[src/rtl/taus_pkg.sv]
// taus_pkg: shared constants, seed defaults and FSM state type for the
// dual taus88 uniform generator (taus_urng / taus88_core).
package taus_pkg;

    // Default component seeds for generators A and B.
    localparam logic [31:0] DEF_SEED_A1 = 32'd12345;
    localparam logic [31:0] DEF_SEED_A2 = 32'd23456;
    localparam logic [31:0] DEF_SEED_A3 = 32'd34567;
    localparam logic [31:0] DEF_SEED_B1 = 32'd45678;
    localparam logic [31:0] DEF_SEED_B2 = 32'd56789;
    localparam logic [31:0] DEF_SEED_B3 = 32'd67890;

    // Per-component step constants:
    //   s' = ((s & MASK) << SH_C) ^ (((s << SH_A) ^ s) >> SH_B)
    localparam logic [31:0] MASK1 = 32'hFFFF_FFFE;
    localparam logic [31:0] MASK2 = 32'hFFFF_FFF8;
    localparam logic [31:0] MASK3 = 32'hFFFF_FFF0;
    localparam int SH_A1 = 13;
    localparam int SH_B1 = 19;
    localparam int SH_C1 = 12;
    localparam int SH_A2 = 2;
    localparam int SH_B2 = 25;
    localparam int SH_C2 = 4;
    localparam int SH_A3 = 3;
    localparam int SH_B3 = 11;
    localparam int SH_C3 = 17;

    // Sanitise ORs: force a set bit above each mask so no component can
    // start below the taus88 minimum seed (and a zero seed cannot lock up).
    localparam logic [31:0] SAN_OR1 = 32'h0000_0002;
    localparam logic [31:0] SAN_OR2 = 32'h0000_0008;
    localparam logic [31:0] SAN_OR3 = 32'h0000_0010;

    // Generator operating phase.
    typedef enum logic [0:0] {
        ST_WARMUP = 1'b0,
        ST_RUN    = 1'b1
    } state_t;

    // One taus88 component step; all shifts are logical on 32 bits.
    function automatic logic [31:0] taus_comp(
        input logic [31:0] s,
        input logic [31:0] mask,
        input int          sh_a,
        input int          sh_b,
        input int          sh_c
    );
        logic [31:0] fb;
        fb = ((s << sh_a) ^ s) >> sh_b;
        return ((s & mask) << sh_c) ^ fb;
    endfunction

endpackage

[src/rtl/taus88_core.sv]
// taus88_core: one three-component taus88 generator. Holds s1..s3, advances
// when adv=1, and accepts a per-component sanitised load (load wins).
// The output is the combinational XOR of the next-state values.
module taus88_core
    import taus_pkg::*;
#(
    parameter logic [31:0] SEED1 = DEF_SEED_A1,
    parameter logic [31:0] SEED2 = DEF_SEED_A2,
    parameter logic [31:0] SEED3 = DEF_SEED_A3
) (
    input  logic        clk,
    input  logic        rst,
    input  logic        adv,
    input  logic [2:0]  load_en,
    input  logic [31:0] load_data,
    output logic [31:0] out
);

    logic [31:0] s1, s2, s3;
    logic [31:0] n1, n2, n3;

    // Next-state of each component and the generator output.
    always_comb begin
        n1  = taus_comp(s1, MASK1, SH_A1, SH_B1, SH_C1);
        n2  = taus_comp(s2, MASK2, SH_A2, SH_B2, SH_C2);
        n3  = taus_comp(s3, MASK3, SH_A3, SH_B3, SH_C3);
        out = n1 ^ n2 ^ n3;
    end

    // State registers: reset to sanitised parameter seeds, load, or advance.
    // NOTE: non-blocking assignments so every register samples the pre-edge state.
    always_ff @(posedge clk or posedge rst) begin
        if (rst) begin
            s1 <= SEED1 | SAN_OR1;
            s2 <= SEED2 | SAN_OR2;
            s3 <= SEED3 | SAN_OR3;
        end else begin
            if (load_en[0])  s1 <= load_data | SAN_OR1;
            else if (adv)    s1 <= n1;
            if (load_en[1])  s2 <= load_data | SAN_OR2;
            else if (adv)    s2 <= n2;
            if (load_en[2])  s3 <= load_data | SAN_OR3;
            else if (adv)    s3 <= n3;
        end
    end

endmodule

[src/rtl/taus_urng.sv]
// taus_urng: dual taus88 uniform generator feeding Box-Muller.
// u0 = {outA, outB[31:16]}, u1 = outB[15:0]. A warm-up phase of WARMUP
// advances runs after reset or reseed before valid asserts.
// Optional runtime reseeding is compiled in with `define TAUS_SEED_LOAD_EN.
module taus_urng
    import taus_pkg::*;
#(
    parameter logic [31:0] SEED_A1 = DEF_SEED_A1,
    parameter logic [31:0] SEED_A2 = DEF_SEED_A2,
    parameter logic [31:0] SEED_A3 = DEF_SEED_A3,
    parameter logic [31:0] SEED_B1 = DEF_SEED_B1,
    parameter logic [31:0] SEED_B2 = DEF_SEED_B2,
    parameter logic [31:0] SEED_B3 = DEF_SEED_B3,
    parameter int          WARMUP  = 8
) (
    input  logic        clk,
    input  logic        reset,
    input  logic        en,
`ifdef TAUS_SEED_LOAD_EN
    input  logic        seed_we,
    input  logic [2:0]  seed_addr,
    input  logic [31:0] seed_data,
`endif
    output logic [47:0] u0,
    output logic [15:0] u1,
    output logic        valid
);

    localparam logic [7:0] WARMUP_LAST = 8'(WARMUP - 1);

    state_t      state;
    logic [7:0]  cnt;
    logic        seed_hit;
    logic        advance;
    logic [2:0]  load_en_a, load_en_b;
    logic [31:0] load_data;
    logic [31:0] out_a, out_b;

`ifdef TAUS_SEED_LOAD_EN
    // Seed-address decode; addresses 6 and 7 are not a write at all.
    always_comb begin
        load_en_a = 3'b000;
        load_en_b = 3'b000;
        seed_hit  = seed_we && (seed_addr <= 3'd5);
        load_data = seed_data;
        if (seed_hit) begin
            case (seed_addr)
                3'd0:    load_en_a = 3'b001;
                3'd1:    load_en_a = 3'b010;
                3'd2:    load_en_a = 3'b100;
                3'd3:    load_en_b = 3'b001;
                3'd4:    load_en_b = 3'b010;
                default: load_en_b = 3'b100;
            endcase
        end
    end
`else
    // No runtime reseeding: load ports are tied off.
    always_comb begin
        seed_hit  = 1'b0;
        load_en_a = 3'b000;
        load_en_b = 3'b000;
        load_data = 32'd0;
    end
`endif

    // Advance every cycle in warm-up, on en in run; a seed write blocks it.
    always_comb begin
        advance = !seed_hit && ((state == ST_WARMUP) || en);
    end

    taus88_core #(
        .SEED1 (SEED_A1),
        .SEED2 (SEED_A2),
        .SEED3 (SEED_A3)
    ) u_gen_a (
        .clk       (clk),
        .rst       (reset),
        .adv       (advance),
        .load_en   (load_en_a),
        .load_data (load_data),
        .out       (out_a)
    );

    taus88_core #(
        .SEED1 (SEED_B1),
        .SEED2 (SEED_B2),
        .SEED3 (SEED_B3)
    ) u_gen_b (
        .clk       (clk),
        .rst       (reset),
        .adv       (advance),
        .load_en   (load_en_b),
        .load_data (load_data),
        .out       (out_b)
    );

    // Phase FSM and warm-up counter; valid is registered alongside state.
    always_ff @(posedge clk or posedge reset) begin
        if (reset) begin
            state <= ST_WARMUP;
            cnt   <= 8'd0;
            valid <= 1'b0;
        end else if (seed_hit) begin
            state <= ST_WARMUP;
            cnt   <= 8'd0;
            valid <= 1'b0;
        end else if (state == ST_WARMUP) begin
            if (cnt == WARMUP_LAST) begin
                state <= ST_RUN;
                cnt   <= 8'd0;
                valid <= 1'b1;
            end else begin
                cnt <= cnt + 8'd1;
            end
        end
    end

    // Output registers capture the fresh pair on every advance.
    always_ff @(posedge clk or posedge reset) begin
        if (reset) begin
            u0 <= 48'd0;
            u1 <= 16'd0;
        end else if (advance) begin
            u0 <= {out_a, out_b[31:16]};
            u1 <= out_b[15:0];
        end
    end

endmodule

[config.mk]
export PLATFORM = sky130hd
export DESIGN_NAME = taus_urng
export DESIGN_NICKNAME = d
export VERILOG_FILES = /design/src/rtl/taus_pkg.sv /design/src/rtl/taus88_core.sv /design/src/rtl/taus_urng.sv
export SDC_FILE = /design/constraint.sdc
export NUM_CORES = 1
export LEC_CHECK = 0
export CAP_MARGIN = 30
export CELL_PAD_IN_SITES_DETAIL_PLACEMENT = 1
export CELL_PAD_IN_SITES_GLOBAL_PLACEMENT = 1
export CORE_MARGIN = 3
export CORE_UTILIZATION = 51
export CTS_CLUSTER_SIZE = 20
export DETAILED_ROUTE_END_ITERATION = 7
export PLACE_DENSITY_LB_ADDON = 0.05
export SETUP_SLACK_MARGIN = 0.3
export SYNTH_ARGS = -nofsm -noshare
export SYNTH_HDL_FRONTEND = slang
export SYNTH_SLANG_ARGS = --single-unit
export TNS_END_PERCENT = 1
[constraint.sdc]
create_clock -name clk -period 16.25 [get_ports clk]
set_input_delay 1.625 -clock clk [delete_from_list [all_inputs] [get_ports clk]]
set_output_delay 1.625 -clock clk [all_outputs]
set_load 0.1 [all_outputs]
# After elaboration in Yosys (flattened, before gate mapping)
# Index checks and enable logic that the tools add are counted.
# totals
wordCells	35
in_bits	3
output_inout_bits	65
ff_bits	266
# classes
n_eq_ne	1
mux	3
reduce_logical	2
bitwise	17
add_sub_neg	1
# op_table
op	count
32-bit bitwise XOR	10
32-bit by 13-bit bitwise XOR with 32-bit output	2
32-bit by 21-bit bitwise XOR with 32-bit output	2
32-bit by 7-bit bitwise XOR with 32-bit output	2
8-bit by 1-bit adder with 8-bit output, second input constant	1
8-bit by 3-bit equality test with 1-bit output, second input constant	1
8-bit two-way mux	1
1-bit two-way mux	2
2-bit AND reduction	1
1-bit logical OR	1
1-bit inverter	1

# Depth between registers and ports, before layout
# Gate-level depths: netlist of run 1.
# logic_depth
ltp_word	4
mapped_depth	7
depth_no_buf	4

# By module
# Synthesis of run 1 repeated with hierarchy kept, for this count alone.
# hier_totals
cells_unflattened	1167
hier_area_um2	13426.6
# modules_own_cells
mod	seq_area_each_um2	cells_per_inst	area_per_inst_um2	n_inst
taus88_core (u_gen_a)	2225.9	494	5157.4	1
taus88_core (u_gen_b)	2232.1	494	5157.4	1
taus_urng	1851.8	179	3111.7	1

# Worst setup path after synthesis of run 1
# Ideal clock, no wire load.
# synth_path
path_kind	reg-to-output
start	register u0[0]
end	output port u0[0]
t_required_ps	14625
arrival_time_ps	898
path_stages_with_launch	1
path_slack_ps	13727
n_path_buf	0
path_cell_list	dfrtp_1
# synth_rtl
element	line	text
start: declaration	taus_urng.sv:24	output logic [47:0] u0,
start signal: assignment	taus_urng.sv:125	u0 <= {out_a, out_b[31:16]};
# No word-level cell between the ends.

# Worst setup path after layout of run 1
# layout_path
start	input port en
end	register u0[14]
# layout_between
elab_chain_len	1
# layout_lines
element	line	text
start: declaration	taus_urng.sv:18	input logic en,
1-bit logical OR	taus_urng.sv:69	advance = !seed_hit && ((state == ST_WARMUP) || en);
# No other way between the ends.
# A chain may end at the register's enable or synchronous reset.

==> results.md, run 1 <==
- Post-synthesis sequential area ratio: 0.557
- Reg clk slew, reported paths: 0.06 ns
- Most frequent cell after synthesis: nand2_1
- R2r startpoint: state
- DP HPWL: 18900 um
- Max clock buf depth: 3
- Core area: 21400 um^2
- Leading cell types by count after synthesis: nand2_1, dfrtp_1, xnor2_1
- CP bufs+invs: 3
- Clock sink total: 250
- Synth area leader: dfrtp_1
- GP Congestion: 0.799
- Post_cts resized: 0
- Vias in the first global route: 8113
- Ant diodes: 0
- Syn_nets: 1123
- Layout cells sized above 1: 0.0994
- DRT Pass-1 Iters: 6
- # port buffers: 67
- Fin nets: 1160
- GRT Util Overall: 0.237
- IO Pins: 68
- CP max FO: 98
- Slew Viols, Final: 0
- RSZ-0062 raised after global routing: no
- Final hold slack: 0.471 ns
- Largest delay share family, worst path: buffers and inverters
- Final min period: 4.25 ns
- # hold bufs at CTS: 0
- Global route overflow: 0
- Synth cell types: 28
- Mapped cell area: 11300 um^2
- Hold crit path type: reg -> reg
- Final Routed Wirelength: 27800 um
- Synth Register Bits: 250
- Worst-skew pair later-pin latency: 0.53 ns
- Synth-to-layout area growth: 14.4%
- Setup crit end kind: flop
- Syn_area_per_cell: 10.1 um^2
- Synth top area cells: dfrtp_1, nand2_1, dfstp_2, xnor2_1, xnor3_1
- EDFF count, synth: 0
- Max Clock Skew: 0.00682 ns
- Max incr delay on CP: 0.88 ns
- Post-route ant nets: 0
- CP max-delay cell: buf_4
- CP arrival: 4.67 ns
- CP cell instances: clkdlybuf4s50_1 > nand2b_4 > buf_4 > buf_4 > mux2_2
- Hold Crit Start: u_gen_a.s2[3]
- Root Buffer: clkbuf_16
- Die Y: 155 um
- Vias per inst: 5.18
- Upper clock frequency limit: 0.235 GHz
- Max capacitance violation total: 0
- Req. time, crit path: 16.66 ns
- TritonCTS clock tree: done
- DRT iter0 DRCs: 400
- Hold Fails Final Rpt: 0
- Cts bufs inserted: 27
- Initial antenna violation count: 0
- Status: finished clean
- Relative slew margins: 0.315
- Actual slew at the worst max-slew pin: 1.02 ns
- Postcts setup bufs: 0
- # rows: 53
- Die area: 24000 um^2
- Most frequent CP cell: buf_4
- Crit share post-route: 0.262
- CP Launch Type: primary input
- Ys Warns: 0
- WS Path Type: in -> reg
- Final-report setup violation count: 0
- First-pass GRT wire length: 45100 um
- Routed WL per cell: 19.1 um
- Via count: 7528
- Setup TNS: 0 ns
- Asr flop ratio synth: 1.00
- Crit. Startpoint: en
- Gate Count Post-Synth: 1119
- Largest net degree at the start of global routing: 105
- # DRC: 0
- Die X: 155 um
- Share of the synthesized area in the top cell type: 0.457
- Initial Util: 0.529
- Top FF cell, synth: dfrtp_1
- H-tree levels: 1
cell type report:
type / count / area [um^2]
Tap cell: 275 / 344
Multi-Input combinational cell: 801 / 4690
Clock buffer: 43 / 766
Clock inverter: 7 / 88.8
Fill cell: 2324 / 8460
Inverter: 1 / 11.3
Sequential cell: 250 / 6310
Timing Repair Buffer: 75 / 751
state kept, by name, indices dropped and copies added (netlist names):
signal	flops
u_gen_b.s3	28
u1	16
u_gen_a.s3	28
u_gen_a.s1	31
u0	48
u_gen_b.s2	29
cnt	8
u_gen_a.s2	29
state	1
valid	1
u_gen_b.s1	31
layout by cell type (no fill, tap or decap), drive strengths merged:
| master | count |
|---|---|
| inv | 2 |
| and2 | 1 |
| clkbuf | 43 |
| nor4bb | 1 |
| o21ai | 25 |
| nand4b | 2 |
| a21oi | 75 |
| xnor2 | 125 |
| dfstp | 43 |
| nor2b | 1 |
| clkdlybuf4s50 | 67 |
| o21bai | 1 |
| nand2b | 4 |
| bufinv | 2 |
| dfrtp | 207 |
| mux2 | 19 |
| or2 | 2 |
| nor3 | 2 |
| buf | 8 |
| xor2 | 38 |
| xnor3 | 26 |
| nand2 | 359 |
| clkinv | 4 |
| nor2 | 119 |
| ha | 1 |
metal layers:
layer / vias to the layer above / track usage / share of wire / wire length, um
met4: 0 / 0.0677 / 0.029 / 795
met1: 3820 / 0.301 / 0.42 / 11600
met5: - / 0 / 0 / 0
met3: 46 / 0.0267 / 0.024 / 656
li1: 3570 / - / - / -
met2: 92 / 0.430 / 0.53 / 14700
worst reg2reg max path: cells and delay by family (launching register included):
family / cells / cell delay, ns
buffers and inverters: 2 / 1.70
DFF: 1 / 0.51
muxes: 1 / 0.45
and+or+nand+nor: 1 / 0.36
stage by stage:
step                setup slack, ns  instance area (um^2)  cells  utilization
floorplan                      7.82                 11300   1119            -
global placement              11.51                 12100   1401        0.564
detailed placement            11.46                 12100   1401        0.564
CTS                           12.02                 12900   1451        0.604
global route                  11.77                 13000   1452        0.605
finish                        12.00                 13000   1452        0.605
worst paths after layout:
check / endpoint / slack [ns] / cells after the start
max reg2reg: u0[14] / 13.12 / 4
max in group asynchronous: u_gen_a.s1[30] / 13.19 / 3
min: u_gen_a.s2[7] / 0.47 / 2
min reg2reg: u_gen_a.s2[7] / 0.47 / 2
min in group asynchronous: u0[0] / 1.61 / 2
max: u0[14] / 12.00 / 5
cells by family after synthesis:
logic type,after synthesis,share of synthesized area
muxes,19,0.0192
buffers and inverters,68,0.0305
and+or+nand+nor,491,0.166
AOI/OAI and AO/OA,101,0.0449
adders and majority gates,1,0.00110
xor gates and xnor gates,189,0.181
DFF,250,0.557
Power of run 1 is left out: the tool's default activity adds up to more than one toggle a clock period on the data nets, which glitch-free logic cannot reach.
==> inputs of run 2 (changes only) <==
Settings changed: CORE_UTILIZATION 51 to 47.
Clock period 16.25 ns to 4 ns, I/O delays scaled along.
==> run 2 against run 1 <==
  * Count of clock-buffer cells in the layout grew 2
  * Critical path depth shrank 4
  * Critical path type is now reg -> out
  * Via count is essentially flat
  * Register-to-register slack lost 11 ns
  * Routed wire length grew 2.8%
  * Design area grew 1.8%
  * Clock skew grew 0.0017 ns
  * Non-clock buffer count grew 2
  * Die area grew 8.2%
  * Worst hold slack lost 0.098 ns
==> results.md, run 2 (synthesis gave the netlist of run 1 again) <==
- Place WS: 1.64 ns
- Hold Fails Final Rpt: 0
- CP cell instances: clkdlybuf4s50_1
- Root Buffer: clkbuf_16
- CP max FO: 2
- Relative slew margins: 0.341
- Layout cells sized above 1: 0.110
- Post-route setup slack: 1.55 ns
- Fill cell total of the finished layout: 2612
- Vias per inst: 5.02
- R2r startpoint: state
- CP max-delay cell: clkdlybuf4s50_1
- RSZ-0062 raised after global routing: no
- Req. time, crit path: 3.60 ns
- # port buffers: 67
- Crit. Startpoint: u1[13]
- Ant diodes: 0
- CP arrival: 2.05 ns
- Crit share post-route: 0.613
- Setup TNS: 0 ns
- CP Launch Type: flop
- Largest Register: u0
- DP HPWL: 19500 um
- Routed WL per cell: 19.0 um
- Die X: 161 um
- Commonest non-fill, non-tap cell in the layout: nand2_1
- Setup crit end kind: output port
- Largest delay share family, worst path: buffers and inverters
- Fin nets: 1163
- WS Path Type: reg -> out
- FF+latch area: 6310 um^2
- Status: finished clean
- Slew Viols, Final: 0
- Max incr delay on CP: 1.15 ns
- Cts bufs inserted: 28
- Postcts setup bufs: 0
- TritonCTS clock tree: done
- Largest net degree at the start of global routing: 163
- # rows: 56
- Die Y: 161 um
- Via count: 7523
- Vias in the first global route: 8239
- Core area: 23500 um^2
- Initial antenna violation count: 0
- DRT Pass-1 Iters: 5
- Max clock buf depth: 3
- Max Clock Skew: 0.00853 ns
- Biggest regs: u0 (48), u_gen_a.s1 (31), u_gen_b.s1 (31)
- Largest register FFs: 48
- # hold bufs at CTS: 0
- Commonest cells after routing, fill and taps aside: nand2_1, dfrtp_1, xnor2_1
- Final min period: 2.45 ns
- Post-layout util: 0.560
- Post-route ant nets: 0
- Final Cell Area: 13200 um^2
- Hold crit path type: in -> async
- Placed inst area: 12200 um^2
- DRT iter0 DRCs: 374
- IO Pins: 68
- Final-report setup violation count: 0
- Final Routed Wirelength: 28600 um
- Upper clock frequency limit: 0.408 GHz
- Reg clk slew, reported paths: 0.06 ns
- Clock sink total: 250
- Area of the multi-input gates: 4690 um^2
- First-pass GRT wire length: 46500 um
- Actual slew at the worst max-slew pin: 0.985 ns
- GP Congestion: 0.800
- Post_cts resized: 0
- CP bufs+invs: 1
- Max capacitance violation total: 0
- # DRC: 0
- Synth-to-layout area growth: 16.4%
- H-tree levels: 1
- Die area: 26000 um^2
- Worst-skew pair later-pin latency: 0.54 ns
- Global route overflow: 0
- GRT Util Overall: 0.226
- Initial Util: 0.481
run 2: final timing paths:
| kind | to | slack, ns | depth (start not counted) |
|---|---|---|---|
| max | u1[13] | 1.55 | 1 |
| min | cnt[5] | 0.37 | 3 |
| max reg2reg | u_gen_a.s1[7] | 2.07 | 4 |
| min reg2reg | u_gen_a.s2[7] | 0.47 | 2 |
| max in group asynchronous | u0[9] | 2.82 | 3 |
| min in group clk | u_gen_a.s2[7] | 0.47 | 2 |
run 2: cell type report:
type	instances	area share
clock buffers	45	0.0687
repair buffers	77	0.0622
clock inverters	7	0.00455
flip-flops and latches	250	0.478
multi-input cells	801	0.355
inverters	1	0.000569
well taps	319	0.0303
run 2: metrics by stage:
| step | std cells | hold slack [ns] |
|---|---|---|
| floorplan | 1119 | 0.442 |
| CTS | 1500 | 0.374 |
| global placement | 1448 | 0.453 |
| detailed placement | 1448 | 0.457 |
| global route | 1500 | 0.408 |
| finish | 1500 | 0.374 |
run 2: metal layers:
layer / vias up / part of all wire / wire length [um] / GRT usage
li1: 3581 / - / - / -
met1: 3812 / 0.43 / 12200 / 0.289
met2: 89 / 0.53 / 15000 / 0.411
met3: 41 / 0.021 / 599 / 0.0259
met4: 0 / 0.027 / 770 / 0.0598
met5: - / 0 / 0 / 0
Power of run 2 is left out for the same reason.
==> inputs of run 3 (changes only) <==
Clock period 4 ns to 2.5 ns, I/O delays scaled along.
==> run 3 against run 2 <==
  * Flip-flop and latch count did not move
  * Worst setup slack worse by 0.82 ns
  * First-iteration DRC count up 3.7%
  * Utilization decreased by 0.14 points
  * Count of clock-buffer cells in the layout shrank 5
  * Final cell count grew 0.87%
  * Largest cell class unchanged
  * Critical endpoint is now u1[2]
==> results.md, run 3 (synthesis gave the netlist of run 1 again) <==
- FF-to-FF setup slack: 0.73 ns
- Final Routed Wirelength: 28600 um
- H-tree levels: 1
- Final min period: 1.77 ns
- Relative slew margins: 0.597
- Max Clock Skew: 0.0168 ns
- Commonest cells after routing, fill and taps aside: nand2_1, dfrtp_1, xnor2_1
- # DRC: 0
- RSZ-0062 raised after global routing: no
- Worst R2R Path Depth: 3
- Placed Instances: 1461
- Met2 Usage GRT: 0.420
- Max capacitance violation total: 0
- Ant diodes: 0
- Largest register FFs: 48
- DRT iter0 DRCs: 388
- Postcts setup bufs: 0
- Upper clock frequency limit: 0.564 GHz
- DRT Pass-1 Iters: 4
- # rows: 56
- R2r endpoint: u1[2]
- Grt peak-use layer: met2
- # port buffers: 67
- Fin nets: 1176
- Final hold slack: 0.0872 ns
- Final cell count without fillers: 1513
- CP max FO: 4
- Req. time, crit path: 2.91 ns
- Cts bufs inserted: 28
- Via count: 7576
- Die X: 161 um
- Initial Util: 0.481
- Biggest regs: u0 (48), u_gen_a.s1 (31), u_gen_b.s1 (31)
- GP Congestion: 0.781
- Die area: 26000 um^2
- Post_cts resized: 0
- Commonest non-fill, non-tap cell in the layout: nand2_1
- Max clock buf depth: 3
- Fill cell total of the finished layout: 2602
- Crit. Startpoint: u_gen_b.s1[8]
- CP Launch Type: flop
- GRT Util Overall: 0.228
- Final-report setup violation count: 0
- Synth-to-layout area growth: 16.2%
- Clock sink total: 250
- Largest net degree at the start of global routing: 121
- Post-route ant nets: 0
- Slew Viols, Final: 0
- Worst-skew pair later-pin latency: 0.54 ns
- Root Buffer: clkbuf_16
- Met1 Resource Use GR: 0.289
- Global route overflow: 0
- TritonCTS clock tree: done
- DP HPWL: 20200 um
- Largest Register: u0
- Actual slew at the worst max-slew pin: 0.601 ns
- WS Path Type: reg -> reg
- Vias per inst: 5.01
- Crit share post-route: 0.709
- Hold Fails Final Rpt: 0
- Met3 usage: 0.0262
- CP arrival: 2.19 ns
- Layout cells sized above 1: 0.171
- IO Pins: 68
- R2r startpoint: u_gen_b.s1[8]
- # hold bufs at CTS: 0
- First-pass GRT wire length: 46400 um
- Hold crit path type: in -> async
- Core area: 23500 um^2
- Setup crit end kind: flop
- Routed WL per cell: 18.9 um
- Reg clk slew, reported paths: 0.06 ns
- Status: finished clean
- Vias in the first global route: 8225
- Initial antenna violation count: 0
- Die Y: 161 um
## run 3: cell types whose count changed in the layout (fill, tap and decap cells not counted)
| cell | previous run | this run |
|---|---|---|
| clkbuf_1 | 4 | 8 |
| clkdlybuf4s50_1 | 67 | 2 |
| buf_12 | 6 | 9 |
| bufinv_16 | 1 | 4 |
| buf_4 | 4 | 79 |
| clkinv_8 | 0 | 1 |
| clkbuf_8 | 12 | 4 |
| clkinvlp_4 | 1 | 2 |
| clkbuf_16 | 29 | 28 |
## run 3: layer usage
metal | vias to the layer above | wire length [um]
li1 | 3614 | -
met1 | 3825 | 11900
met2 | 98 | 15100
met3 | 39 | 821
met4 | 0 | 705
met5 | - | 0
## run 3: critical path, stage by stage, from the launching register on
cell,delay (ns)
dfrtp_1,0.44
xnor2_1,0.44
xnor3_1,0.49
mux2_2,0.27
## run 3: how the worst max path moves through the flow
| stage | to | slack, ns | depth (start not counted) |
|---|---|---|---|
| floorplan | cnt[0] | -1.00 | 1 |
| global placement | u0[45] | 0.70 | 4 |
| detailed placement | u_gen_a.s3[7] | 0.64 | 6 |
| CTS | u1[3] | 0.72 | 3 |
| global route | u1[2] | 0.67 | 3 |
| finish | u1[2] | 0.73 | 3 |
## run 3: final cells by class
type	count	area [um^2]	area share
sequential	250	6310	0.480
multi-input combinational	801	4690	0.356
timing repair buffer	90	793	0.0603
clock buffer	40	786	0.0597
tap	319	399	0.0303
clock inverter	12	174	0.0132
inverter	1	7.51	0.000571
## run 3: through the flow
step / util / instance area (um^2) / setup WS (ns) / setup TNS [ns]
after floorplan: - / 11300 / -1.00 / -213.92
after global placement: 0.518 / 12200 / 0.696 / 0
after detailed placement: 0.518 / 12200 / 0.643 / 0
after CTS: 0.559 / 13200 / 0.725 / 0
after global routing: 0.559 / 13200 / 0.666 / 0
final: 0.559 / 13200 / 0.727 / 0
Power of run 3 is left out for the same reason.
